--- src/rtl/carryskip_pkg.sv ---
`default_nettype none
// ============================================================================
// Module      : carryskip_pkg
// Description : Command codes, FSM states and sizing helper for the
//               carry-skip host interface.
// Revision    : 1.0  initial release
// ============================================================================
package carryskip_pkg;

   localparam logic [1:0] CMD_LOAD_A = 2'b00;
   localparam logic [1:0] CMD_LOAD_B = 2'b01;
   localparam logic [1:0] CMD_START  = 2'b10;
   localparam logic [1:0] CMD_READ   = 2'b11;

   typedef enum logic [1:0] {
      ST_IDLE = 2'd0,
      ST_ADD  = 2'd1,
      ST_DONE = 2'd2
   } state_t;

   function automatic int num_blk(input int nbytes, input int block);
      return (8 * nbytes) / block;
   endfunction

endpackage
`default_nettype wire

--- src/rtl/carryskip_host_if_if.sv ---
`default_nettype none
// ============================================================================
// Module      : carryskip_host_if_if
// Description : Command/response bundle between the pin driver and the
//               carry-skip host responder.
// Revision    : 1.0  initial release
// ============================================================================
interface carryskip_host_if_if;

   logic       ena;
   logic [7:0] in_data;
   logic [1:0] in_cmd;
   logic       in_valid;
   logic       in_ready;
   logic [7:0] out_data;
   logic       out_valid;
   logic       busy;
   logic       done;
   logic       cout;
   logic [7:0] skip_cnt;

   modport master (
      output ena, in_data, in_cmd, in_valid,
      input  in_ready, out_data, out_valid, busy, done, cout, skip_cnt
   );

   modport slave (
      input  ena, in_data, in_cmd, in_valid,
      output in_ready, out_data, out_valid, busy, done, cout, skip_cnt
   );

endinterface
`default_nettype wire

--- src/rtl/carryskip_block.sv ---
`default_nettype none
// ============================================================================
// Module      : carryskip_block
// Description : One BLOCK-bit carry-skip slice: sum, propagate and the
//               carry that leaves the slice (bypassed when propagate is set).
// Revision    : 1.0  initial release
// ============================================================================
module carryskip_block #(
   parameter int BLOCK = 4
) (
   input  logic [BLOCK-1:0] a,
   input  logic [BLOCK-1:0] b,
   input  logic             cin,
   output logic [BLOCK-1:0] s,
   output logic             p,
   output logic             cout_skip
);

   logic w_g;

   assign {w_g, s}  = {1'b0, a} + {1'b0, b} + {{BLOCK{1'b0}}, cin};
   assign p         = &(a ^ b);
   // A fully propagating slice always forwards cin, so the bypass equals the ripple carry.
   assign cout_skip = p ? cin : w_g;

endmodule
`default_nettype wire

--- src/rtl/carryskip_host_if.sv ---
`default_nettype none
// ============================================================================
// Module      : carryskip_host_if
// Description : Byte-serial host responder running a multi-cycle carry-skip
//               addition, one skip block per clock, with read-back.
// Revision    : 1.0  initial release
// ============================================================================
module carryskip_host_if
   import carryskip_pkg::*;
#(
   parameter int NBYTES = 4,
   parameter int BLOCK  = 4
) (
   input  logic                clk,
   input  logic                rst,
   carryskip_host_if_if.slave  bus
);

   localparam int W       = 8 * NBYTES;
   localparam int NUM_BLK = num_blk(NBYTES, BLOCK);
   localparam int BLK_W   = (NUM_BLK > 1) ? $clog2(NUM_BLK) : 1;
   localparam int IDX_W   = (NBYTES > 1) ? $clog2(NBYTES) : 1;

   state_t             r_state;
   logic [W-1:0]       r_a;
   logic [W-1:0]       r_b;
   logic [W-1:0]       r_s;
   logic               r_carry;
   logic [BLK_W-1:0]   r_blk;
   logic [7:0]         r_skip_cnt;
   logic               r_cout;
   logic               r_done;
   logic               r_busy;
   logic [7:0]         r_out_data;
   logic               r_out_valid;

   logic               w_ready;
   logic               w_accept;
   logic [W-1:0]       w_a_shift;
   logic [W-1:0]       w_b_shift;
   logic [IDX_W-1:0]   w_rd_idx;
   logic [7:0]         w_rd_byte;
   logic [BLOCK-1:0]   w_blk_a;
   logic [BLOCK-1:0]   w_blk_b;
   logic [BLOCK-1:0]   w_blk_s;
   logic               w_blk_p;
   logic               w_blk_cout;
   logic               w_last_blk;

   assign w_ready  = bus.ena & (r_state != ST_ADD);
   assign w_accept = bus.in_valid & w_ready;

   // New byte enters at the top so the first byte loaded ends up as the LSB.
   assign w_a_shift = (r_a >> 8) | (W'(bus.in_data) << (W - 8));
   assign w_b_shift = (r_b >> 8) | (W'(bus.in_data) << (W - 8));

   assign w_rd_idx = bus.in_data[IDX_W-1:0];

   always_comb begin
      w_rd_byte = 8'h00;
      for (int i = 0; i < NBYTES; i++) begin
         if (w_rd_idx == IDX_W'(i)) begin
            w_rd_byte = r_s[i*8 +: 8];
         end
      end
   end

   assign w_blk_a    = r_a[int'(r_blk)*BLOCK +: BLOCK];
   assign w_blk_b    = r_b[int'(r_blk)*BLOCK +: BLOCK];
   assign w_last_blk = (r_blk == BLK_W'(NUM_BLK - 1));

   carryskip_block #(
      .BLOCK     (BLOCK)
   ) u_block (
      .a         (w_blk_a),
      .b         (w_blk_b),
      .cin       (r_carry),
      .s         (w_blk_s),
      .p         (w_blk_p),
      .cout_skip (w_blk_cout)
   );

   always_ff @(posedge clk) begin
      if (rst) begin
         r_state     <= ST_IDLE;
         r_a         <= '0;
         r_b         <= '0;
         r_s         <= '0;
         r_carry     <= 1'b0;
         r_blk       <= '0;
         r_skip_cnt  <= 8'h00;
         r_cout      <= 1'b0;
         r_done      <= 1'b0;
         r_busy      <= 1'b0;
         r_out_data  <= 8'h00;
         r_out_valid <= 1'b0;
      end else begin
         r_out_valid <= 1'b0;
         case (r_state)
            ST_IDLE, ST_DONE: begin
               if (w_accept) begin
                  case (bus.in_cmd)
                     CMD_LOAD_A: r_a <= w_a_shift;
                     CMD_LOAD_B: r_b <= w_b_shift;
                     CMD_START: begin
                        r_carry    <= bus.in_data[0];
                        r_blk      <= '0;
                        r_skip_cnt <= 8'h00;
                        r_s        <= '0;
                        r_done     <= 1'b0;
                        r_busy     <= 1'b1;
                        r_state    <= ST_ADD;
                     end
                     CMD_READ: begin
                        r_out_data  <= w_rd_byte;
                        r_out_valid <= 1'b1;
                     end
                     default: ;
                  endcase
               end
            end
            ST_ADD: begin
               r_s[int'(r_blk)*BLOCK +: BLOCK] <= w_blk_s;
               r_carry <= w_blk_cout;
               if (w_blk_p && (r_skip_cnt != 8'hFF)) begin
                  r_skip_cnt <= r_skip_cnt + 8'd1;
               end
               if (w_last_blk) begin
                  r_cout  <= w_blk_cout;
                  r_done  <= 1'b1;
                  r_busy  <= 1'b0;
                  r_state <= ST_DONE;
               end else begin
                  r_blk <= r_blk + BLK_W'(1);
               end
            end
            default: r_state <= ST_IDLE;
         endcase
      end
   end

   assign bus.in_ready  = w_ready;
   assign bus.out_data  = r_out_data;
   assign bus.out_valid = r_out_valid;
   assign bus.busy      = r_busy;
   assign bus.done      = r_done;
   assign bus.cout      = r_cout;
   assign bus.skip_cnt  = r_skip_cnt;

endmodule
`default_nettype wire

--- src/flat_wrapper.sv ---
// flat-port wrapper written by rule: the top's interface ports become plain ports
module carryskip_host_if_flat import carryskip_pkg::*;
#(
   parameter int NBYTES = 4,
   parameter int BLOCK  = 4
)
  (clk, rst, bus_ena, bus_in_data, bus_in_cmd, bus_in_valid, bus_in_ready, bus_out_data, bus_out_valid, bus_busy, bus_done, bus_cout, bus_skip_cnt);
  carryskip_host_if_if bus_i ();
  input  logic clk;
  input  logic rst;
  input wire logic [$bits(bus_i.ena)-1:0] bus_ena;
  input wire logic [$bits(bus_i.in_data)-1:0] bus_in_data;
  input wire logic [$bits(bus_i.in_cmd)-1:0] bus_in_cmd;
  input wire logic [$bits(bus_i.in_valid)-1:0] bus_in_valid;
  output wire logic [$bits(bus_i.in_ready)-1:0] bus_in_ready;
  output wire logic [$bits(bus_i.out_data)-1:0] bus_out_data;
  output wire logic [$bits(bus_i.out_valid)-1:0] bus_out_valid;
  output wire logic [$bits(bus_i.busy)-1:0] bus_busy;
  output wire logic [$bits(bus_i.done)-1:0] bus_done;
  output wire logic [$bits(bus_i.cout)-1:0] bus_cout;
  output wire logic [$bits(bus_i.skip_cnt)-1:0] bus_skip_cnt;
  assign bus_i.ena = bus_ena;
  assign bus_i.in_data = bus_in_data;
  assign bus_i.in_cmd = bus_in_cmd;
  assign bus_i.in_valid = bus_in_valid;
  assign bus_in_ready = bus_i.in_ready;
  assign bus_out_data = bus_i.out_data;
  assign bus_out_valid = bus_i.out_valid;
  assign bus_busy = bus_i.busy;
  assign bus_done = bus_i.done;
  assign bus_cout = bus_i.cout;
  assign bus_skip_cnt = bus_i.skip_cnt;
  carryskip_host_if #(.NBYTES(NBYTES), .BLOCK(BLOCK)) u_core (.clk(clk), .rst(rst), .bus(bus_i));
endmodule
--- config.mk ---
export PLATFORM = sky130hd
export DESIGN_NAME = carryskip_host_if_flat
export DESIGN_NICKNAME = d
export VERILOG_FILES = /design/src/rtl/carryskip_pkg.sv /design/src/rtl/carryskip_host_if_if.sv /design/src/rtl/carryskip_block.sv /design/src/rtl/carryskip_host_if.sv /design/src/flat_wrapper.sv
export SDC_FILE = /design/constraint.sdc
export NUM_CORES = 1
export LEC_CHECK = 0
export ABC_CLOCK_PERIOD_IN_PS = 6300
export CAP_MARGIN = 20
export CORE_ASPECT_RATIO = 0.9
export CORE_MARGIN = 1
export CORE_UTILIZATION = 25
export CTS_CLUSTER_DIAMETER = 100
export DETAILED_ROUTE_END_ITERATION = 8
export PLACE_DENSITY = 0.48
export SETUP_SLACK_MARGIN = 0.4
export SKIP_LAST_GASP = 1
export SLEW_MARGIN = 40
export SYNTH_ARGS = -nofsm -noshare
export SYNTH_HDL_FRONTEND = slang
export SYNTH_HIERARCHICAL = 1
export SYNTH_SLANG_ARGS = --single-unit
--- constraint.sdc ---
create_clock -name clk -period 6.3 [get_ports clk]
set_clock_uncertainty 0.1 [all_clocks]
set_input_delay 0.945 -clock clk [delete_from_list [all_inputs] [get_ports clk]]
set_output_delay 0.945 -clock clk [all_outputs]
set_load 0.02 [all_outputs]
# Word level (Yosys, flattened, before mapping)
# Cells that the tools add are included.
[op_classes] addsub=5 multipliers=0 div=0 n_lt_le_gt_ge=0 eq_ne=16 shifts=4 muxes=33 bitwise_logic=7 reduce_logical=17
[ops] op="2-to-1 mux 32 bit" count=2
[ops] op="OR 24 x 32 -> 32 bit" count=2
[ops] op="one-hot mux 32 bit (2 select lines)" count=1
[ops] op="variable part select 32 x 6 -> 4 bit" count=2
[ops] op="2-to-1 mux 8 bit" count=7
[ops] op="negation 5 -> 33 bit" count=1
[ops] op="variable shift 4 x 33 -> 32 bit, first input constant" count=1
[ops] op="variable part select 4 x 33 -> 32 bit" count=1
[ops] op="bitwise mux 32 bit" count=1
[ops] op="one-hot mux 8 bit (2 select lines)" count=1
[ops] op="AND reduction 4 bit" count=4
[ops] op="AND reduction 3 bit" count=5
[ops] op="equality test 2 bit, second input constant" count=5
[ops] op="2-to-1 mux 1 bit" count=10
[ops] op="2-to-1 mux 3 bit" count=3
[ops] op="adder 8 x 1 -> 8 bit, second input constant" count=1
[ops] op="inequality test 2 x 1 -> 1 bit, second input constant" count=4
[ops] op="inequality test 8 bit, second input constant" count=1
[ops] op="equality test 2 x 1 -> 1 bit, second input constant" count=3
[ops] op="zero test 2 bit" count=3
[ops] op="2-to-1 mux 2 bit" count=3
[ops] op="one-hot mux 1 bit (2 select lines)" count=3
[ops] op="one-hot mux 3 bit (2 select lines)" count=1
[ops] op="adder 4 x 4 -> 5 bit" count=1
[ops] op="13 further kinds" count=16
[word_totals] ff_bits=122 latch_bits=0 ram_bits=0 mem_bits_ro=0 out_inout_bits=21 word_cells=94 memories=0

# Depth between registers and ports, before layout
# Gate-level depths: netlist of run 1.
[depth] depth_word=6 mapped_depth=14 depth_no_buf=12

# Hierarchy
# The synthesis of run 1 kept the hierarchy.
[modules_own_cells] mod="carryskip_host_if" instances=1 cells_each=622 area_each_um2=5657.9 seq_area_each_um2=2442.3
[modules_own_cells] mod="carryskip_block" instances=1 cells_each=25 area_each_um2=182.7 seq_area_each_um2=0.0

# Worst setup path before layout of run 1
# No wires, ideal clock.
[synth_path] kind="reg-to-reg" startpoint="register u_core.r_blk[1]" endpoint="register u_core.r_carry" setup_time_ns=0.060 t_arrival_ns=2.781 path_slack_ns=3.359 stages_incl_launch_ff=15 n_path_buf=2 path_cell_list="dfxtp_1 buf_2 buf_2 mux4_2 nand2_1 nand2_1 inv_1 fa_1 fa_1 nor2b_1 o21ai_1 a31oi_1 inv_1 a21oi_1 o311a_1"
[synth_via] elab_chain_cells=5 word_cells_on_any_way=8 cone_classes="add/sub: 2; shift: 2; mux: 2; bitwise: 1; reduce/logical: 1"
[synth_lines] item="from (decl)" line="carryskip_host_if.sv:29" source="logic [BLK_W-1:0] r_blk;"
[synth_lines] item="from (signal assigned)" line="carryskip_host_if.sv:134" source="r_blk <= r_blk + BLK_W'(1);"
[synth_lines] item="variable part select 32 x 6 -> 4 bit (*)" line="carryskip_host_if.sv:68" source="assign w_blk_a = r_a[int'(r_blk)*BLOCK +: BLOCK];"
[synth_lines] item="via u_core.w_blk_a[0]" line="carryskip_host_if.sv:43" source="logic [BLOCK-1:0] w_blk_a;"
[synth_lines] item="adder 4 x 4 -> 5 bit or bitwise XOR 4 bit (tied branches)" line="carryskip_block.sv:21, carryskip_block.sv:22"
[synth_lines] item="adder 5 x 1 -> 5 bit or AND reduction 4 bit (tied branches)" line="carryskip_block.sv:21, carryskip_block.sv:22"
[synth_lines] item="2-to-1 mux 1 bit (*)" line="carryskip_block.sv:24" source="assign cout_skip = p ? cin : w_g;"
[synth_lines] item="via u_core.w_blk_cout" line="carryskip_host_if.sv:47" source="logic w_blk_cout;"
[synth_lines] item="one-hot mux 1 bit (2 select lines) (*)" line="carryskip_host_if.sv:99" source="case (r_state)"
[synth_lines] item="to (signal assigned)" line="carryskip_host_if.sv:106" source="r_carry <= bus.in_data[0];"
[synth_lines] item="to (signal assigned)" line="carryskip_host_if.sv:124" source="r_carry <= w_blk_cout;"
[synth_lines] item="to (decl)" line="carryskip_host_if.sv:28" source="logic r_carry;"
# The timed path passes the listed nets; every way through them passes the cells marked *.
# A chain may end at the register's enable or synchronous reset.

# Worst setup path in the final report of run 1
[layout_path] startpoint="register u_core.r_blk[1]" endpoint="register u_core.r_skip_cnt[7], in the netlist u_core/bus.skip_cnt[7]"
[layout_via] elab_chain_cells=6 word_cells_on_any_way=7 cone_classes="eq/ne: 1; shift: 2; bitwise: 1; reduce/logical: 3"
[layout_lines] item="variable part select 32 x 6 -> 4 bit" line="carryskip_host_if.sv:68"
[layout_lines] item="via u_core.w_blk_a[2]" line="carryskip_host_if.sv:43"
[layout_lines] item="bitwise XOR 4 bit" line="carryskip_block.sv:22" source="assign p = &(a ^ b);"
[layout_lines] item="AND reduction 4 bit" line="carryskip_block.sv:22"
[layout_lines] item="via u_core.w_blk_p" line="carryskip_host_if.sv:46" source="logic w_blk_p;"
[layout_lines] item="logical AND 1 bit" line="carryskip_host_if.sv:125" source="if (w_blk_p && (r_skip_cnt != 8'hFF)) begin"
[layout_lines] item="inequality test 2 x 1 -> 1 bit (no line)"
[layout_lines] item="AND reduction 4 bit (no line)"
[layout_lines] item="to (signal assigned)" line="carryskip_host_if.sv:126" source="r_skip_cnt <= r_skip_cnt + 8'd1;"
[layout_lines] item="to (decl)" line="carryskip_host_if.sv:30" source="logic [7:0] r_skip_cnt;"
# The timed path passes the listed nets, and every way through them passes these cells.

==> results.yml, run 1 <==
outcome:
  status: "finished clean"
sta:
  timing.setup.tns_ps: 0
  setup_viol: 0
  max-slew-margin-rel: 0.4804
  rsz0062_at_grt: "no"
  whs_ps: 358.8
  report.final.slew_viol_count: 0
  hold_violations: 0
  fmax_mhz: 289.3
  finalCritPeriodShare: 0.5486
  post-route-min-period_ps: 3456
  worst_pin_slew_ps: 777.0
synthesis:
  syn-num-nets: 673
  yosys-top-cells-count: "122 x dfxtp_1, 77 x a21oi_1, 77 x nand3_1, 66 x o21ai_0, 44 x inv_1"
  synth_top_area_cell: "dfxtp_1"
  ys_ff_latch: 122
  synth.most_common_cell: "dfxtp_1"
  syn_area_per_cell_sq_um: 9.027
  yosysTopAreaCellShare: 0.4182
  synth_edf_count: 0
  synth_area_leaders: "dfxtp_1 42%, mux4_2 9.3%, a21oi_1 6.6%"
  synth_cell_types: 58
  seq_area_frac_synth: 0.4182
  synth_area_sq_mm: 0.005841
  async_flop_share: 0
  synthFlopType: "dfxtp_1"
  syn_inst: 647
  yosys_warnings: 6
critical_path:
  cp_max_fo: 12
  crit_type: "reg2reg"
  critPathCaptureType: "flip-flop"
  crit_path_start_kind: "flip-flop"
  required_ps: 6550
  critical_path_arrival_ps: 3700
power_and_ir_drop:
  power_w: 0.001861
  clockPowerShare: 0.530
  p_int_w: 0.001424
  sw_frac_of_total: 0.2346
  p_per_area_mw_per_mm2: 266.5
  pwr-share-seq: 0.419
  power_leakage_nw: 2.209
  comb_power_share: 0.052
  ir_drop_uv: 129.7
  switching_power_w: 0.0004365
hold_path:
  hp-class: "reg2reg"
die:
  chipWidth_microns: 163.1
  row_count: 52
  io_pins: 35
  dieArea_sq_mm: 0.02398
  initial_core_util: 0.2572
  coreArea_sq_mm: 0.02271
  die_y_microns: 147.0
layout:
  areaGrowthSynthToFinish_pct: 19.54
  final_layout_size_suffix_gt1_frac: 0.1128
  fillers: 2384
  register_area_sq_mm: 0.002442
  multi_input_area_sq_mm: 0.002994
  fin_nets: 678
  diodes: 0
cts:
  insertion_delay_ps: 420
  cts_resized: 0
  clk_pin_slew_worst_paths_ps: 50
  clock_path_buffers: 2
  cts_buffers: 17
  post_cts_buffers: 0
  clock-sinks: 122
  holdBufCountCts: 0
  root_buffer: "clkbuf_16"
  cts_tree: "yes"
  cts_max_level: 4
global_routing:
  grt_pass1_vias: 4673
  grt_usage: 0.1399
  grt_antenna_before_repair: 0
  grt_max_degree: 65
  grt_remaining_overflow: 0
  grt_pass1_wl_microns: 26150
drt:
  drt_iter0_markers: 432
  num_vias: 4925
  wire_per_inst_microns: 16.93
  routed_wl_microns: 16280
  drcViolationCount: 0
  ant_nets: 0
  dr.pass1.iters: 4
  viasPerCell: 5.120
place:
  gp_congestion: 0.7796
  port_buffers: 34
  dp_hpwl_microns: 10070
run:
  cap_violations: 0
[state kept, by name, indices dropped and copies added, names as in the netlist, 2 cells and up]
signal               flops
u_core/r_a              32
u_core/r_blk             3
u_core/r_state           2
u_core/bus.out_data      8
u_core/r_b              32
u_core/bus.skip_cnt      8
u_core/r_s              32
[kinds of logic after synthesis]
group           Yosys count  synth area share
fa+ha+maj                12           0.02828
compound gates          212            0.2247
xor+xnor                  2          0.003000
flops                   122            0.4182
buf+inv                 102           0.07069
simple gates            170            0.1575
mux                      27           0.09769
[through the flow]
step | std cells | setup WS, ps | instance area [sq um] | util
2_1_floorplan | 647 | 3359 | 5841 | -
3_3_place_gp | 930 | 2933 | 6379 | 0.2809
3_5_place_dp | 930 | 2828 | 6382 | 0.2811
4_1_cts | 962 | 2799 | 6982 | 0.3075
5_1_grt | 962 | 2552 | 6982 | 0.3075
6_report | 962 | 2844 | 6982 | 0.3075
[power groups by stage]
stage | registers [W] | logic, W | clock network, W
6_report | 0.000779 | 0.0000961 | 0.000985
4_1_cts | 0.000779 | 0.0000969 | 0.00101
5_1_grt | 0.000779 | 0.000104 | 0.00104
3_3_place_gp | 0.000796 | 0.0000971 | 0
3_5_place_dp | 0.000796 | 0.0000968 | 0
2_1_floorplan | 0.000795 | 0.0000628 | 0
[layout by cell type, fill, tap and decap left out, types with 3 or more instances in the layout]
master and instances:
nor2b_1 10, clkbuf_16 17, mux4_2 24, nand3b_1 3
nor2_1 7, nand2_1 39, ha_1 10, and3_1 3
a22o_1 9, clkinv_2 3, mux2i_1 3, a21oi_1 76
nand4_1 6, nand3_1 77, o21ai_1 3, o32ai_1 21
o41ai_1 8, o21ai_0 66, o211ai_1 5, a211oi_1 5
nor4_1 3, clkinvlp_4 3, clkdlybuf4s50_1 33, inv_1 44
clkbuf_8 4, buf_4 10, or3_1 3, a32o_1 4
dfxtp_1 122
[layer usage]
metal  global-route usage  wire length, microns  vias up  share of wire
met3              0.02908                   487       19          0.030
met4              0.05093                   238        0          0.015
met2               0.2100                  7401       89           0.45
met5                    0                     0        -              0
met1               0.1964                  8155     2399           0.50
li1                     -                     -     2418              -
[worst paths after layout]
path                                                    from  slack [ps]  cells after the start                                   to
worst max register to register  u_core/r_blk[1]$_SDFFE_PP0P_        2840                     10  u_core/bus.skip_cnt[7]$_SDFFE_PP0P_
worst min register to register   u_core/r_s[26]$_SDFFE_PP0P_         360                      2          u_core/r_s[26]$_SDFFE_PP0P_
worst min-delay path             u_core/r_s[26]$_SDFFE_PP0P_         360                      2          u_core/r_s[26]$_SDFFE_PP0P_
worst max-delay path            u_core/r_blk[1]$_SDFFE_PP0P_        2840                     10  u_core/bus.skip_cnt[7]$_SDFFE_PP0P_
[layout make-up]
cell class              count  area share
clock buffers              22     0.06935
clock inverters            10     0.01649
inverters                  45     0.02419
multi-input cells         423      0.4289
flip-flops and latches    122      0.3498
well taps                 297     0.05323
repair buffers             43     0.05806
[worst max-delay path, stage by stage, from the launching register on]
cell and delay (ps):
dfxtp_1 690, buf_4 360, mux4_2 530, nand2_1 80
nand2_1 70, ha_1 360, nand4_1 190, inv_1 150
nand3b_1 180, nor4_1 450, mux2i_1 220
No activity file was read; power rests on OpenSTA's default activity.
==> run 2: changes to the inputs <==
ABC_CLOCK_PERIOD_IN_PS = 2900   (was 6300)
PLACE_DENSITY = 0.5   (was 0.48)
clock period = 2.9 ns   (was 6.3 ns; I/O delays follow)
==> run 2 against run 1 <==
- total power is 120% higher
- count of clock-buffer cells in the layout shrank 4
- routed wire length up 1.9%
- utilization grew 2.9 points
- first-iteration DRC count shrank 35%
- non-clock buffer count up 39
- combinational power increased by 150%
- fmax increased by 29%
- cell area grew 9.4%
- largest power group unchanged
- register-to-register slack got worse by 2600 ps
==> results.yml, run 2 (synthesized netlist as in run 1, its figures left out) <==
outcome:
  status: "finished clean"
power_and_ir_drop:
  p_per_area_mw_per_mm2: 527.5
  ir_drop_uv: 355.5
  p_int_w: 0.003046
  pwr-share-seq: 0.419
  clockPowerShare: 0.522
  switching_power_w: 0.0009828
  power_w: 0.004029
  power_leakage_nw: 2.490
  comb_power_share: 0.059
  sw_frac_of_total: 0.2439
critical_path:
  critPathCaptureType: "flip-flop"
  r2r_end: "u_core/bus.skip_cnt[5]$_SDFFE_PP0P_"
  critPathMaxStageDelay_ps: 510
  crit_end: "u_core/bus.skip_cnt[5]$_SDFFE_PP0P_"
  startpoint: "u_core/r_blk[0]$_SDFFE_PP0P_"
  crit_chain: "buf_12 -> mux4_2 -> nand2_2 -> nand2_2 -> ha_1 -> nand4_1 -> inv_2 -> nand3b_1 -> buf_6 -> o31a_1 -> a211oi_2"
  ff2ff_path_depth: 11
  path_common_cell: "nand2_2"
  r2r_slack_ps: 210
  critical_path_arrival_ps: 2920
  crit_path_start_kind: "flip-flop"
  crit_type: "reg2reg"
  required_ps: 3140
  cp_max_fo: 7
  crit_slowest_cell: "mux4_2"
  worst_r2r_startpoint: "u_core/r_blk[0]$_SDFFE_PP0P_"
layout:
  multi_input_area_sq_mm: 0.003276
  largestRegisters: "u_core/r_a (32), u_core/r_b (32), u_core/r_s (32)"
  final_cell_mix: "119 x dfxtp_1, 73 x a21oi_1, 73 x nand3_1"
  register_area_sq_mm: 0.002451
  fillers: 2320
  stdcell_count: 1001
  areaGrowthSynthToFinish_pct: 30.78
  fin_nets: 717
  mostFrequentLayoutCell: "dfxtp_1"
  diodes: 0
  design_area_sq_mm: 0.007639
  final_layout_size_suffix_gt1_frac: 0.2386
sta:
  post-route-min-period_ps: 2686
  setup_ws_ps: 214.3
  fmax_mhz: 372.3
  worst_pin_slew_ps: 737.2
  hold_violations: 0
  finalCritPeriodShare: 0.9261
  whs_ps: 361.0
  rsz0062_at_grt: "yes"
  max-slew-margin-rel: 0.5067
  setup_viol: 0
  report.final.slew_viol_count: 0
cts:
  cts_max_level: 4
  clk_pin_slew_worst_paths_ps: 60
  cts_buffers: 17
  insertion_delay_ps: 420
  root_buffer: "clkbuf_16"
  cts_tree: "yes"
  holdBufCountCts: 0
  clock-sinks: 122
  clock_path_buffers: 2
die:
  chipWidth_microns: 163.1
  die_y_microns: 147.0
  dieArea_sq_mm: 0.02398
  initial_core_util: 0.2572
  row_count: 52
  coreArea_sq_mm: 0.02271
  io_pins: 35
drt:
  viasPerCell: 5.059
  ant_nets: 0
  routed_wl_microns: 16590
  dr.pass1.iters: 5
  wire_per_inst_microns: 16.57
  drcViolationCount: 0
  drt_iter0_markers: 282
  num_vias: 5064
place:
  dp_hpwl_microns: 10370
  port_buffers: 34
  gp_congestion: 0.7728
  place_area_sq_mm: 0.006568
  dp.cells: 948
  pre_cts_ws_ps: -95.29
global_routing:
  grt_pass1_vias: 4879
  grt_pass1_wl_microns: 26680
  grt_antenna_before_repair: 0
  grt_remaining_overflow: 0
  grt_usage: 0.1424
  grt_max_degree: 65
run:
  cap_violations: 0
hold_path:
  hp-class: "reg2reg"
-- run 2: worst min path at each step --
stage / startpoint / endpoint / cells after the start
3_3_place_gp: u_core/r_s[24]$_SDFFE_PP0P_ / u_core/r_s[24]$_SDFFE_PP0P_ / 2
6_report: u_core/r_s[24]$_SDFFE_PP0P_ / u_core/r_s[24]$_SDFFE_PP0P_ / 2
4_1_cts: u_core/r_s[24]$_SDFFE_PP0P_ / u_core/r_s[24]$_SDFFE_PP0P_ / 2
3_5_place_dp: u_core/r_s[24]$_SDFFE_PP0P_ / u_core/r_s[24]$_SDFFE_PP0P_ / 2
2_1_floorplan: u_core/r_s[24]$_SDFFE_PP0P_ / u_core/r_s[24]$_SDFFE_PP0P_ / 2
5_1_grt: u_core/r_s[24]$_SDFFE_PP0P_ / u_core/r_s[24]$_SDFFE_PP0P_ / 2
-- run 2: final cells by class --
cell class	instances	area share
Clock buffer	18	0.05749
Clock inverter	14	0.01933
Inverter	45	0.02211
Multi-Input combinational cell	423	0.4288
Sequential cell	122	0.3209
Tap cell	297	0.04865
Timing Repair Buffer	82	0.1027
-- run 2: critical path, delay by kind of cell (launching register included) --
family	cells	cell delay, ps
buffers and inverters	3	440
adder cells (fa/ha/maj)	1	290
AND/OR/NAND/NOR	4	470
flip-flops	1	370
multiplexers	1	510
AO/OA/AOI/OAI	2	410
-- run 2: power groups by stage --
| stage | Sequential, W | Combinational, W | Clock (W) |
|---|---|---|---|
| after floorplan | 0.00173 | 0.000139 | 0 |
| after global placement | 0.00173 | 0.000221 | 0 |
| after detailed placement | 0.00173 | 0.000219 | 0 |
| after CTS | 0.00169 | 0.000237 | 0.00215 |
| after global routing | 0.00169 | 0.000257 | 0.00223 |
| final | 0.00169 | 0.000237 | 0.00210 |
-- run 2: timing repair --
action,4_1_cts,5_1_grt
setup endpoints to repair,43,36
pin swaps,20,19
gates resized for setup,42,27
buffers inserted,15,6
-- run 2: per-layer routing --
metal	part of all wire	GRT usage
met1	0.47	0.1953
met4	0.0055	0.03037
met5	0	0
met2	0.48	0.2249
met3	0.035	0.03557
-- run 2: per-stage QoR --
| stage | utilization | setup TNS [ps] |
|---|---|---|
| after global routing | 0.3364 | 0 |
| after CTS | 0.3291 | 0 |
| final | 0.3364 | 0 |
| after floorplan | - | 0 |
| after detailed placement | 0.2892 | -137.8 |
| after global placement | 0.2892 | -25.52 |
==> run 3: changes to the inputs <==
ABC_CLOCK_PERIOD_IN_PS = 3200   (was 2900)
CORE_UTILIZATION = 55   (was 25)
PLACE_DENSITY = 0.83   (was 0.5)
clock period = 3.2 ns   (was 2.9 ns; I/O delays follow)
==> run 3 against run 2 <==
- die area shrank 54%
- fmax is 7.8% lower
- sequential power decreased by 9%
- clock power down 6%
- critical endpoint unchanged
- largest cell class unchanged
- highest routed layer unchanged
==> results.yml, run 3 (synthesized netlist as in run 1, its figures left out) <==
sta:
  post-route-min-period_ps: 2914
  hold_violations: 0
  rsz0062_at_grt: "yes"
  timing.setup.tns_ps: 0
  report.final.slew_viol_count: 0
  max-slew-margin-rel: 0.4930
  worst_pin_slew_ps: 760.5
  setup_viol: 0
  finalCritPeriodShare: 0.9107
  fmax_mhz: 343.1
drt:
  drcViolationCount: 0
  wire_per_inst_microns: 19.76
  dr.pass1.iters: 6
  num_vias: 5454
  viasPerCell: 6.651
  routed_wl_microns: 16200
  ant_nets: 0
  drt_iter0_markers: 552
global_routing:
  grt_remaining_overflow: 0
  grt_antenna_before_repair: 0
  grt_pass1_wl_microns: 24440
  grt_pass1_vias: 5083
  grt_usage: 0.2791
  grt_max_degree: 72
die:
  chipWidth_microns: 110.6
  row_count: 35
  initial_core_util: 0.5675
  dieArea_sq_mm: 0.01104
  io_pins: 35
  coreArea_sq_mm: 0.01029
  die_y_microns: 99.76
power_and_ir_drop:
  p_per_area_mw_per_mm2: 517.7
  switching_power_w: 0.0008327
  sw_frac_of_total: 0.2251
  comb_power_share: 0.054
  power_leakage_nw: 2.379
  clockPowerShare: 0.531
  pwr-share-seq: 0.415
  p_int_w: 0.002867
  ir_drop_uv: 704.9
layout:
  mostFrequentLayoutCell: "dfxtp_1"
  diodes: 0
  largestRegisters: "u_core/r_a (32), u_core/r_b (32), u_core/r_s (32)"
  final_cell_mix: "120 x dfxtp_1, 77 x nand3_1, 75 x a21oi_1"
  areaGrowthSynthToFinish_pct: 22.34
  fin_nets: 704
  utilization: 0.6943
  final_layout_size_suffix_gt1_frac: 0.1766
cts:
  insertion_delay_ps: 420
  root_buffer: "clkbuf_16"
  cts_buffers: 17
  cts_max_level: 4
  clock-sinks: 122
  clk_pin_slew_worst_paths_ps: 60
  clock_path_buffers: 2
  holdBufCountCts: 0
  cts_tree: "yes"
critical_path:
  r2r_slack_ps: 290
  crit_type: "reg2reg"
  path_delay_family: "simple AND/OR/NAND/NOR gates"
  critPathCaptureType: "flip-flop"
  critPathMaxStageDelay_ps: 520
  cp_max_fo: 6
  required_ps: 3420
  crit_slowest_cell: "mux4_2"
  crit_path_start_kind: "flip-flop"
  critical_path_arrival_ps: 3130
  crit_chain: "clkbuf_16 -> mux4_2 -> nand2_2 -> nand2_1 -> ha_1 -> nand4_1 -> inv_2 -> nand3b_1 -> o31a_1 -> a211oi_2"
  cp.buffers_inverters: 2
outcome:
  status: "finished clean"
place:
  gp_congestion: 0.8689
  port_buffers: 34
  dp_hpwl_microns: 9515
hold_path:
  hp-class: "reg2reg"
run:
  cap_violations: 0
[run 3: worst paths after layout]
path / start / endpoint / cells past startpoint
max reg2reg: u_core/r_blk[1]$_SDFFE_PP0P_ / u_core/bus.skip_cnt[5]$_SDFFE_PP0P_ / 10
max: u_core/r_blk[1]$_SDFFE_PP0P_ / u_core/bus.skip_cnt[5]$_SDFFE_PP0P_ / 10
min: u_core/r_s[26]$_SDFFE_PP0P_ / u_core/r_s[26]$_SDFFE_PP0P_ / 2
min reg2reg: u_core/r_s[26]$_SDFFE_PP0P_ / u_core/r_s[26]$_SDFFE_PP0P_ / 2
[run 3: final cells by class]
cell class	instances	area, sq um
timing repair buffer	69	675.6
sequential	122	2450
fill	750	3146
tap	129	161.4
clock buffer	20	466.7
multi-input combinational	423	3077
inverter	45	168.9
clock inverter	12	146.4
[run 3: power groups by stage]
stage / clock (W) / sequential (W) / combinational [W]
global placement: 0 / 0.00157 / 0.000175
global route: 0.00205 / 0.00153 / 0.000212
detailed placement: 0 / 0.00157 / 0.000179
floorplan: 0 / 0.00157 / 0.000124
finish: 0.00197 / 0.00153 / 0.000200
CTS: 0.00197 / 0.00154 / 0.000181
[run 3: worst min-delay path: stages (launching register included)]
cell and delay [ps]:
dfxtp_1 310, inv_1 50, o41ai_1 60
[run 3: through the flow]
stage	setup WS [ps]	power, W	hold WS (ps)	area, sq um	instances
6_report	285.8	0.003699	367.6	7146	820
5_1_grt	194.8	0.003798	392.1	7146	820
4_1_cts	334.3	0.003689	365.5	6938	806
3_5_place_dp	111.5	0.001748	357.7	6270	772
3_3_place_gp	295.0	0.001744	345.3	6270	772
2_1_floorplan	429.6	0.001690	336.3	5857	647
[run 3: repair_timing]
| action | 4_1_cts | 5_1_grt |
|---|---|---|
| endpoints found under the hold margin | 0 | 0 |
| resized for setup | 8 | 17 |
| gates cloned | 0 | 1 |
| pin swaps | 3 | 15 |
| buffers inserted | 2 | 13 |
| endpoints found under the setup margin | 27 | 31 |
[run 3: per-layer routing]
metal | global-route usage | share of wire | wire length (microns)
met1 | 0.3361 | 0.39 | 6361
met2 | 0.4744 | 0.51 | 8213
met3 | 0.06581 | 0.070 | 1142
met4 | 0.1333 | 0.030 | 486
met5 | 0 | 0 | 0
==> variant 1: new RTL, settings of run 2 <==
`BLOCK` is set to 4 in 3 places; all go to 8.
--- a/src/rtl/carryskip_block.sv
+++ b/src/rtl/carryskip_block.sv
@@ -6,7 +6,7 @@
 // Revision    : 1.0  initial release
 // ============================================================================
 module carryskip_block #(
-   parameter int BLOCK = 4
+   parameter int BLOCK = 8
 ) (
    input  logic [BLOCK-1:0] a,
    input  logic [BLOCK-1:0] b,
--- a/src/rtl/carryskip_host_if.sv
+++ b/src/rtl/carryskip_host_if.sv
@@ -9,7 +9,7 @@
    import carryskip_pkg::*;
 #(
    parameter int NBYTES = 4,
-   parameter int BLOCK  = 4
+   parameter int BLOCK  = 8
 ) (
    input  logic                clk,
    input  logic                rst,
--- a/src/flat_wrapper.sv
+++ b/src/flat_wrapper.sv
@@ -2,7 +2,7 @@
 module carryskip_host_if_flat import carryskip_pkg::*;
 #(
    parameter int NBYTES = 4,
-   parameter int BLOCK  = 4
+   parameter int BLOCK  = 8
 )
   (clk, rst, bus_ena, bus_in_data, bus_in_cmd, bus_in_valid, bus_in_ready, bus_out_data, bus_out_valid, bus_busy, bus_done, bus_cout, bus_skip_cnt);
   carryskip_host_if_if bus_i ();
Formal check against the unedited RTL: not equivalent (Yosys sat finds a counterexample within 10 cycles, from zero or initial values and one cycle with rst high).
==> variant 1 against run 2 <==
  * Sequential cell count is 1 lower
  * Largest cell class unchanged
  * Wire length decreased by 15%
  * Combinational power decreased by 32%
  * Setup slack worse by 0.034 ns
  * Total power is 0.89% lower
  * Final area decreased by 5.7%
  * Sequential share of layout area grew 1.6 points
  * Count of clock-buffer cells in the layout shrank 1
  * Synthesized area fell by 6.2%
==> variant 1: results (changes against run 2) <==
Run status
The flow ran to the end, and the final reports show no timing, DRC or antenna violations.

Synthesis
The compound-cell area share of the yosys netlist came to 16.5% (-6.0 points). The fraction of synthesized area in multiplexers was 10.0% (+0.28 points). After synthesis, the most frequently instantiated cells are 160 x sky130_fd_sc_hd__nand2_1, 121 x sky130_fd_sc_hd__dfxtp_1, 89 x sky130_fd_sc_hd__a21oi_1. The adder and majority gate portion of the synthesized area is 3.93% (+1.1 points). The sequential fraction of the synthesis area is 44.2% (+2.4 points). The synthesized net count is 652 (-3.1%). The async set-reset flop share out of synthesis is 0% (unchanged). Ranked by total cell area, the synthesized netlist is headed by sky130_fd_sc_hd__dfxtp_1 44%, sky130_fd_sc_hd__nand2_1 11%, sky130_fd_sc_hd__mux4_2 9.9%. The fraction of synthesized cell area in xor and xnor cells is 0.639% (+0.34 points).

The post-synthesis cell type count is 49 (-16%). The number of warnings reported in the yosys synthesis log is 6 (unchanged).

Power
The total net switching power is 0.913 mW (-7.1%). The leakage dissipation is 2.39 nW (-4.2%). The maximum vdd drop is 0.271 mV (-24%).

Layout
The ratio of cells with drive above 1 in the final layout is 20.5% (-3.4 points). The final net count was 700 (-2.4%). The antenna diode count was 0 (unchanged). The largest registers in the layout are u_core/r_a: 32 flops, u_core/r_b: 32 flops, u_core/r_s: 32 flops.

GRT
The via count of the first global-routing pass is 4360 (-11%). The largest net degree at the start of global routing is 49 (-25%). The first-pass GRT wire length is 23300 um (-13%). The number of antenna violations at the first check in global routing is 0 (unchanged). The global-route usage over all layers is 13.4% (-0.81 points).

Drt
The count of routing violations after the opening detailed-route iteration is 264 (-6.4%). The total wire length after detailed routing is 14100 um (-15%). The first-pass iteration count of the detailed router came to 5 (unchanged).

The post-detailed-route via-to-cell ratio is 4.67 (-7.7%).

Clock network
The clock input transition at the sequential cells of the worst setup and hold paths is 0.06 ns (about the same). The clock root buffer is sky130_fd_sc_hd__clkbuf_16. The CTS buffer count was 17 (unchanged).

The clock tree buffer depth is 2 (unchanged). The number of H-tree branching levels came to 4 (unchanged).

Timing
The max-slew headroom at the worst pin is 62.6% (+12 points). The final count of pins violating max slew came to 0 (unchanged). The final count of hold timing violations is 0 (unchanged).

Placed design
The number of port buffers is 34 (unchanged). The half-perimeter wire length after placement came to 8980 um (-13%). The placer's final routability congestion estimate is 0.790 (+2.3%).

Worst hold path
The path class of the tightest hold or removal check is in -> reg.
[variant 1: cell types whose count changed after synthesis, sizes merged, moves of 8 or more]
| cell | change |
|---|---|
| o41ai | -8 |
| a22oi | +36 |
| a21oi | +13 |
| o32ai | -22 |
| clkbuf | -9 |
| nand2 | +122 |
| a22o | -9 |
| nor2 | +34 |
| nand3 | -60 |
| inv | -35 |
| o21ai | -66 |
[variant 1: final timing paths]
kind	from	to	slack, ns	cells past startpoint
max	u_core/r_blk[0]	u_core/r_s[23]	0.18	9
min	rst	u_core/bus.busy	0.32	2
max reg2reg	u_core/r_blk[0]	u_core/r_s[23]	0.18	9
min reg2reg	u_core/bus.out_data[5]	u_core/bus.out_data[5]	0.35	2
[variant 1: layer usage]
metal	global-route usage (%)	part of all wire, %	vias to the layer above
met3	3.90	4.3	8
met5	0	0	-
met1	18.4	51	2175
met2	20.4	44	89
met4	3.80	0.76	0
li1	-	-	2276
[variant 1: critical path, stage by stage (launching register included)]
cell and delay, ns:
sky130_fd_sc_hd__dfxtp_4 0.40, sky130_fd_sc_hd__buf_16 0.15, sky130_fd_sc_hd__mux4_2 0.54, sky130_fd_sc_hd__ha_4 0.37
sky130_fd_sc_hd__nand3_1 0.13, sky130_fd_sc_hd__a21oi_1 0.23, sky130_fd_sc_hd__nor4_1 0.09, sky130_fd_sc_hd__a211o_1 0.37
sky130_fd_sc_hd__a22oi_1 0.17, sky130_fd_sc_hd__nor2_1 0.06
[variant 1: stage by stage]
stage / instance area [um2] / std cells / utilization [%] / worst slack [ns] / total power, mW
after floorplan: 5600 / 622 / - / 0.230 / 1.81
after global placement: 6300 / 931 / 29.2 / 0.158 / 1.87
after detailed placement: 6300 / 931 / 29.2 / 0.102 / 1.87
after CTS: 7040 / 969 / 32.6 / 0.181 / 4.04
after global routing: 7200 / 974 / 33.4 / 0.0403 / 4.15
final: 7200 / 974 / 33.4 / 0.180 / 3.99
[variant 1: power by group through the flow]
| stage | Combinational (mW) | Clock (mW) | Sequential (mW) |
|---|---|---|---|
| after floorplan | 0.0932 | 0 | 1.71 |
| after global placement | 0.157 | 0 | 1.71 |
| after detailed placement | 0.156 | 0 | 1.71 |
| after CTS | 0.162 | 2.20 | 1.68 |
| after global routing | 0.176 | 2.29 | 1.68 |
| final | 0.162 | 2.15 | 1.68 |
[variant 1: timing repair]
action                                  4_1_cts  5_1_grt
setup buffers                                 5        5
hold buffers                                  0        0
pin swaps                                    23       28
gates cloned                                  1        0
gates resized for setup                      15       23
endpoints found under the setup margin       31       38
[variant 1: final cells by class]
class | instances | area, um2
fill | 2228 | 14400
tap | 291 | 364
timing repair buffer | 70 | 693
sequential | 121 | 2430
multi-input combinational | 451 | 3080
clock inverter | 15 | 174
inverter | 9 | 36.3
clock buffer | 17 | 425
==> variant 2: new RTL, flow settings as in run 2 <==
Made on the original files. Reset style: asynchronous (`rst`), changed in one clocked block.
--- a/src/rtl/carryskip_host_if.sv
+++ b/src/rtl/carryskip_host_if.sv
@@ -80,7 +80,7 @@
       .cout_skip (w_blk_cout)
    );
 
-   always_ff @(posedge clk) begin
+   always_ff @(posedge clk or posedge rst) begin
       if (rst) begin
          r_state     <= ST_IDLE;
          r_a         <= '0;
Function: differs if rst is asserted again (counterexample within 4 cycles, from zero or initial values and one cycle with rst high); with rst held inactive, the same outputs for 4 cycles.
==> variant 2 against run 2 <==
  * Sequential cell count stayed put
  * Non-clock buffer count is 8 lower
  * Synthesized area is 0.43% higher
  * Wire length is 24% lower
  * Cell count is 15% lower
  * Final area is 0.46% lower
  * Setup slack better by 0.036 ns
  * Synthesized cell count is 26% lower
  * Critical path depth is 1 higher
  * Critical path type unchanged
Power is not compared: it rests on default switching activity, and its combinational part moved more than twofold at a synthesized area within 25%.
==> variant 2: results (changes against run 2) <==
Synthesis
The async set-reset flop share out of synthesis is 100% (+100 points). The compound-cell area share of the yosys netlist came to 5.10% (-17 points). The fraction of synthesized area in multiplexers is 23.8% (+14 points). The adder and majority gate portion of the synthesized area is 2.82% (-0.012 points). The sequential fraction of the synthesis area is 52.0% (+10 points). Yosys attributes the largest share of cell area to sky130_fd_sc_hd__dfrtp_1 52%, sky130_fd_sc_hd__mux2_2 14%, sky130_fd_sc_hd__mux4_2 9.2%. The fraction of synthesized cell area in xor and xnor cells is 0.448% (+0.15 points). The post-synthesis cell type count is 43 (-26%). The synthesized net count was 502 (-25%).

GRT
The via count of the first global-routing pass is 4027 (-17%). The global routing usage on met1 is 14.4% (-5.2 points). The largest net degree at the start of global routing is 63 (-3.1%).

The met3 usage is 3.67% (+0.11 points). The met2 global-route usage is 18.6% (-3.9 points).

Clock network
The post-cts sizing count is 48 (+14%).

Run status
The flow ran to the end, and the final reports show no timing, DRC or antenna violations.

Critical path
The largest stage delay on the critical path came to 0.45 ns (-0.06 ns). The depth of the most critical reg-to-reg path is 12 (+1). The largest fanout on the critical path is 6 (-1). The endpoint identified for the worst register-to-register timing path is u_core/r_carry. The worst register-to-register path begins at u_core/r_blk[0]. The data arrival time of the critical path is 2.89 ns (-0.03 ns).

The reg2reg setup slack is 0.25 ns (+0.04 ns).

Placed design
The cell count after placement was 797 (-16%). The cell area after placement came to 0.00660 mm2 (+0.55%). The placer's final routability congestion estimate is 0.756 (-2.2%). The worst slack at placement is 0.0568 ns (+0.152 ns). The half-perimeter wire length after placement was 8250 um (-20%).

Layout
The number of inserted filler cells in the final layout was 2246 (-3.2%). The count of non-CTS inverters in the layout is 14 (-69%). The multi-input logic area is 0.00288 mm2 (-12%).

The final net count is 569 (-21%). The clock buffer count in the final layout is 24 (+6). The proportion of final cell area spent on non-clock buffers is 9.54% (-0.73 points). The number of standard cells in the layout, taps in and fillers out is 853 (-15%). The ratio of cells with drive above 1 in the final layout is 40.5% (+17 points).

Drt
The first-pass iteration count of the detailed router was 4 (-1). The routed wire length on met2 came to 6160 um (-23%). The vias after detailed routing came to 3861 (-24%). The detail-routed net length per standard cell is 14.8 um (-11%).

The count of routing violations after the opening detailed-route iteration came to 210 (-26%).

Timing
The final-layout worst hold slack is 0.231 ns (-0.130 ns). The share of the clock period used by the worst path is 91.4% (-1.2 points). The max-slew headroom at the worst pin is 52.1% (+1.4 points).
## variant 2: cell types whose count changed in the layout (fill, tap and decap cells not counted), moves of 13 or more
cell                             run 2  this run
sky130_fd_sc_hd__dfrtp_1             0       121
sky130_fd_sc_hd__dfxtp_1           119         0
sky130_fd_sc_hd__a21oi_1            73         0
sky130_fd_sc_hd__mux2_2              0        72
sky130_fd_sc_hd__nand3_1            73        16
sky130_fd_sc_hd__o21ai_0            66         9
sky130_fd_sc_hd__nand2_1            25        70
sky130_fd_sc_hd__inv_1              40         9
sky130_fd_sc_hd__o21ai_1             3        20
sky130_fd_sc_hd__o32ai_1            13         0
## variant 2: critical path: cells and delay by family, from the launching register on
family | cells | cell delay (ns)
adder cells (fa/ha/maj) | 2 | 0.76
multiplexers | 1 | 0.33
buffers and inverters | 2 | 0.21
AO/OA/AOI/OAI | 3 | 0.39
flip-flops | 1 | 0.45
AND/OR/NAND/NOR | 4 | 0.33
## variant 2: cell families (layout without fill, tap and decap cells)
family / count (synthesis) / after routing
AOI/OAI and AO/OA: 48 / 49
xor gates and xnor gates: 3 / 3
adders and majority gates: 12 / 12
buffers and inverters: 41 / 120
DFF: 122 / 122
muxes: 100 / 100
and+or+nand+nor: 150 / 150
## variant 2: metrics by stage
stage	total power [mW]	util [%]
detailed placement	5.35	29.0
floorplan	4.64	-
global route	8.38	33.4
CTS	7.68	32.6
finish	7.84	33.4
global placement	5.26	29.0
## variant 2: power groups by stage
| stage | Clock [mW] | Combinational (mW) | Sequential [mW] |
|---|---|---|---|
| finish | 1.85 | 3.23 | 2.75 |
| CTS | 1.90 | 3.01 | 2.76 |
| detailed placement | 0 | 2.58 | 2.77 |
| global route | 1.99 | 3.53 | 2.86 |
| floorplan | 0 | 1.91 | 2.74 |
| global placement | 0 | 2.53 | 2.73 |
